<file path="config.mk">
export PLATFORM = sky130hd
export DESIGN_NAME = token_rate_scheduler
export DESIGN_NICKNAME = d
export VERILOG_FILES = /design/src/rtl/token_rate_scheduler.sv
export SDC_FILE = /design/constraint.sdc
export NUM_CORES = 1
export LEC_CHECK = 0
export ABC_AREA = 1
export BUFFER_PORTS_ARGS = -buffer_cell sky130_fd_sc_hd__buf_2
export CORE_UTILIZATION = 61
export CTS_CLUSTER_DIAMETER = 50
export DETAILED_ROUTE_END_ITERATION = 12
export GPL_ROUTABILITY_DRIVEN = 0
export PLACE_DENSITY = 0.8
export SLEW_MARGIN = 5
export SYNTH_ARGS = -nofsm -noshare
export SYNTH_HDL_FRONTEND = slang
export SYNTH_SLANG_ARGS = --single-unit
export TNS_END_PERCENT = 20
</file>
<file path="constraint.sdc">
create_clock -name clk -period 4 [get_ports clk]
set_clock_uncertainty 0.05 [all_clocks]
set_input_delay 0.8 -clock clk [delete_from_list [all_inputs] [get_ports clk]]
set_output_delay 0.8 -clock clk [all_outputs]
set_load 0.1 [all_outputs]
</file>
<file path="src/rtl/token_rate_scheduler.sv">
`default_nettype none
// ============================================================================
// Module   : token_rate_scheduler
// Purpose  : Thins N serial token streams. Each channel keeps one token out of
//            every R_i tokens. Kept tokens wait in per-channel pending
//            counters. A round-robin arbiter merges them onto one registered
//            output token stream, and the channel ID is driven with each token.
// Revision : 1.0 - initial release
// ============================================================================
module token_rate_scheduler #(
    parameter int N      = 4,
    parameter int CNT_W  = 4,
    parameter int PEND_W = 3
) (
    input  logic                 clk,
    input  logic                 rst,
    input  logic [N-1:0]         a,
    input  logic                 cfg_we,
    input  logic [$clog2(N)-1:0] cfg_ch,
    input  logic [CNT_W-1:0]     cfg_ratio,
    output logic                 b,
    output logic [$clog2(N)-1:0] b_ch,
    output logic [N-1:0]         overflow
);

    localparam int                IDX_W     = $clog2(N);
    localparam logic [PEND_W-1:0] PEND_MAX  = '1;
    localparam logic [CNT_W-1:0]  RATIO_RST = CNT_W'(2);

    // Registered pending counts, gathered so the arbiter can scan them
    logic [PEND_W-1:0] pend [N];

    logic              grant_vld;
    logic [IDX_W-1:0]  grant_idx;
    logic [IDX_W-1:0]  last;
    logic [IDX_W:0]    scan;

    // Round-robin pick: first channel with pending tokens after 'last'.
    // The scan index carries one extra bit, so the wrap past N-1 is a single
    // subtract and no modulo is needed.
    always_comb begin
        grant_vld = 1'b0;
        grant_idx = '0;
        scan      = '0;
        for (int k = 1; k <= N; k++) begin
            scan = {1'b0, last} + (IDX_W+1)'(k);
            if (scan >= (IDX_W+1)'(N)) begin
                scan = scan - (IDX_W+1)'(N);
            end
            if (!grant_vld && (pend[scan[IDX_W-1:0]] != '0)) begin
                grant_vld = 1'b1;
                grant_idx = scan[IDX_W-1:0];
            end
        end
    end

    // Output token register and arbiter pointer
    always_ff @(posedge clk) begin
        if (rst) begin
            b    <= 1'b0;
            b_ch <= '0;
            last <= IDX_W'(N-1);
        end else begin
            b <= grant_vld;
            if (grant_vld) begin
                b_ch <= grant_idx;
                last <= grant_idx;
            end
        end
    end

    for (genvar i = 0; i < N; i++) begin : g_ch
        logic [CNT_W-1:0]  ratio_q;
        logic [CNT_W-1:0]  cnt_q;
        logic [PEND_W-1:0] pend_q;
        logic              ovf_q;
        logic              sel;
        logic              gnt;
        logic [CNT_W-1:0]  r_eff;
        logic [CNT_W-1:0]  c_eff;
        logic [CNT_W-1:0]  cnt_nxt;
        logic              kept;

        // A write to this channel takes effect for the token in the same cycle
        assign sel   = cfg_we && (cfg_ch == IDX_W'(i));
        assign r_eff = sel ? cfg_ratio : ratio_q;
        assign c_eff = sel ? '0 : cnt_q;
        assign gnt   = grant_vld && (grant_idx == IDX_W'(i));

        assign pend[i]     = pend_q;
        assign overflow[i] = ovf_q;

        // Divide decision. Ratios 0 and 1 both pass every token.
        always_comb begin
            kept    = 1'b0;
            cnt_nxt = c_eff;
            if (a[i]) begin
                if (r_eff <= CNT_W'(1)) begin
                    kept = 1'b1;
                end else if (c_eff == r_eff - CNT_W'(1)) begin
                    kept    = 1'b1;
                    cnt_nxt = '0;
                end else begin
                    cnt_nxt = c_eff + CNT_W'(1);
                end
            end
        end

        // Ratio, divide count, pending count and sticky overflow
        always_ff @(posedge clk) begin
            if (rst) begin
                ratio_q <= RATIO_RST;
                cnt_q   <= '0;
                pend_q  <= '0;
                ovf_q   <= 1'b0;
            end else begin
                if (sel) begin
                    ratio_q <= cfg_ratio;
                end
                cnt_q <= cnt_nxt;
                if (kept && !gnt) begin
                    if (pend_q == PEND_MAX) begin
                        ovf_q <= 1'b1;
                    end else begin
                        pend_q <= pend_q + PEND_W'(1);
                    end
                end else if (gnt && !kept) begin
                    pend_q <= pend_q - PEND_W'(1);
                end
            end
        end
    end

endmodule
`default_nettype wire

</file>
==> flow_metrics.py <==
metrics = {
    "synthesis": {
        "avgSynthCellArea_um2": 6.53,
        "synthTopCellsByCount": "nand2_1, nor2_1, inv_1",
        "yosys_warnings": 0,
        "synth_area_mm2": 0.00355,
        "synthesis.nets": 572,
        "async_flop_share": 0,
        "yosys.area.top_type_share": 0.299,
        "synth_cells": 543,
        "synthTopCellsByArea": "dfxtp_1, nand2_1, nor2_1",
        "ys_types": 39,
        "synth_seq_cells": 53,
        "synth_edf_count": 0,
        "yosysTopAreaCell": "dfxtp_1",
        "yosysSeqAreaShare": 0.299,
        "ys.flop_type": "dfxtp_1",
        "yosysMostFrequentCell": "nand2_1",
    },
    "clocking": {
        "worstSkewPairLatency_ps": 310,
        "cts_setup_buffers": 0,
        "cts_made_buffers": 5,
        "cts_sinks": 53,
        "cts_root_buffer": "clkbuf_8",
        "cts_max_level": 2,
        "ctsHoldBuffers": 0,
        "cts_tree": "yes",
        "clk_path_buf_depth": 2,
        "cts.repair.resized": 0,
        "clk_pin_slew_worst_paths_ps": 100,
    },
    "route": {
        "routed_wl_mm": 7.23,
        "wire_per_inst_um": 11.5,
        "drc_errors": 0,
        "ant_nets": 0,
        "drtIter0Drc": 195,
        "via_per_inst": 5.23,
        "dr.pass1.iters": 5,
        "vias": 3287,
    },
    "floorplanning": {
        "die_h_um": 78.3,
        "initial_utilization": 0.640,
        "fp-row-count": 27,
        "die_x_um": 78.3,
        "coreArea_mm2": 0.00554,
        "fp.dieArea_mm2": 0.00612,
        "ioPinCount": 20,
    },
    "setup_path": {
        "start_kind": "input port",
        "endpoint_kind": "flop",
        "crit_type": "in2reg",
        "worst-path-max-fanout": 5,
        "worstPathRequired_ps": 4160,
        "worstPathArrival_ps": 3560,
    },
    "sta": {
        "rsz0062_at_grt": "false",
        "hold_violations": 0,
        "finalMaxSlewViolations": 0,
        "worst_pin_slew_ps": 979,
        "fin_crit_ps": 3400,
        "maxSlewHeadroom": 0.346,
        "fmax_ghz": 0.294,
        "fin_crit_sh": 0.850,
        "setup_viol": 0,
        "setup-tns-final_ps": 0,
    },
    "flow_run": {
        "max_cap_violations": 0,
    },
    "global_route": {
        "grt_pass1_vias": 2917,
        "grt_max_degree": 32,
        "grt_usage": 0.254,
        "gr-total-overflow": 0,
        "antenna_found_initial": 0,
        "grt_pass1_wl_mm": 12.6,
    },
    "placement": {
        "io_buffers": 19,
        "dp_hpwl_mm": 5.50,
        "place_area_mm2": 0.00366,
    },
    "layout": {
        "area_growth_pct": 5.68,
        "fill_cells": 526,
        "drive_gt1_frac": 0.142,
        "final_core_util": 0.677,
        "finalNetCount": 586,
        "diodes": 0,
        "fin_area_mm2": 0.00375,
    },
    "power_and_ir_drop": {
        "power_density_mw_per_mm2": 643,
        "power.leakage_uw": 0.00193,
        "max-vdd-ir-drop_mv": 0.395,
    },
    "hold_path": {
        "worst_hold_path_type": "reg2reg",
    },
    "outcome": {
        "status": "completed",
    },
}
-- where the power goes --
group          internal (uW)  switching [uW]  leakage [uW]
sequential               609            92.5      0.000434
clock                    137             176     0.0000433
combinational            442             955       0.00145
total                   1190            1220       0.00193
-- sequential cells by signal (all words and copies together), names as in the netlist --
name	count
last	2
g_ch.cnt_q	16
g_ch.ovf_q	4
b	1
g_ch.pend_q	12
b_ch	2
g_ch.ratio_q	16
-- final timing paths --
path	from	end	slack (ps)	cells past startpoint
max reg2reg	last[0]	g_ch[2].pend_q[2]	1020	20
min reg2reg	g_ch[1].ovf_q	g_ch[1].ovf_q	420	1
max	cfg_ch[0]	g_ch[2].pend_q[2]	600	21
min	g_ch[1].ovf_q	g_ch[1].ovf_q	420	1
-- layout by cell type, fill, tap and decap left out, types with 2 or more instances in the layout --
master and n:
ha_1 12, nor2_2 7, inv_1 63, dfxtp_1 53, clkbuf_8 6, inv_2 5
inv_4 2, nand2_1 151, a21oi_1 19, xnor2_1 4, xor2_1 4, nor3_1 3
buf_2 19, a211oi_1 5, a21oi_2 2, o31ai_1 2, nand3_2 4, buf_4 3
nand2_2 20, o211ai_1 8, o21ai_0 18, nand4_1 4, o21a_1 4, nand3_1 42
fa_1 4, nor2_1 64, nand2_4 3, or2_1 2, o21ai_2 3, o21ai_1 13
-- worst max-delay path, stage by stage --
cell and delay (ps):
buf_2 120, inv_1 80, nand3_1 160, o21ai_1 350, inv_1 120, ha_1 320, nand2_1 80, nand2_1 50
nor2_1 100, o21ai_1 70, nor2_1 100, nand2_1 120, a21boi_4 190, nand2_2 100, fa_1 390, inv_1 80
nand2_1 70, nand2_1 70, nand3_1 70, nand2_1 60, nor2_1 60
-- layout make-up --
class                   instances  area (um^2)  area share
well taps                      72         90.1      0.0240
flip-flops and latches         53         1060       0.283
repair buffers                 22          118      0.0314
clock buffers                   6         82.6      0.0220
inverters                      71          272      0.0724
multi-input cells             404         2120       0.565
clock inverters                 1         7.51     0.00200
-- through the flow --
stage / setup slack, ps / power, uW / instances / hold WS (ps)
3_3_place_gp: 423 / 2060 / 622 / 394
5_1_grt: 377 / 2650 / 629 / 437
3_5_place_dp: 293 / 2110 / 622 / 402
4_1_cts: 609 / 2420 / 629 / 424
6_report: 601 / 2410 / 629 / 419
2_1_floorplan: 731 / 1870 / 543 / 392
-- metal layers --
metal | vias up | wire, um | GRT usage
met5 | - | 0 | 0
met4 | 0 | 65 | 0.0574
met3 | 6 | 225 | 0.0442
met2 | 44 | 3470 | 0.450
met1 | 1488 | 3470 | 0.321
li1 | 1749 | - | -
-- cells by family (layout without fill, tap and decap cells) --
logic type                 count (synthesis)  in the layout  share of synthesized area
AOI/OAI and AO/OA                         77             77                      0.135
xor gates and xnor gates                   8              8                     0.0198
adders and majority gates                 16             16                     0.0649
buffers and inverters                     86            100                      0.104
DFF                                       53             53                      0.299
and+or+nand+nor                          303            303                      0.377
Note: power is estimated with default switching activity, not from simulation.
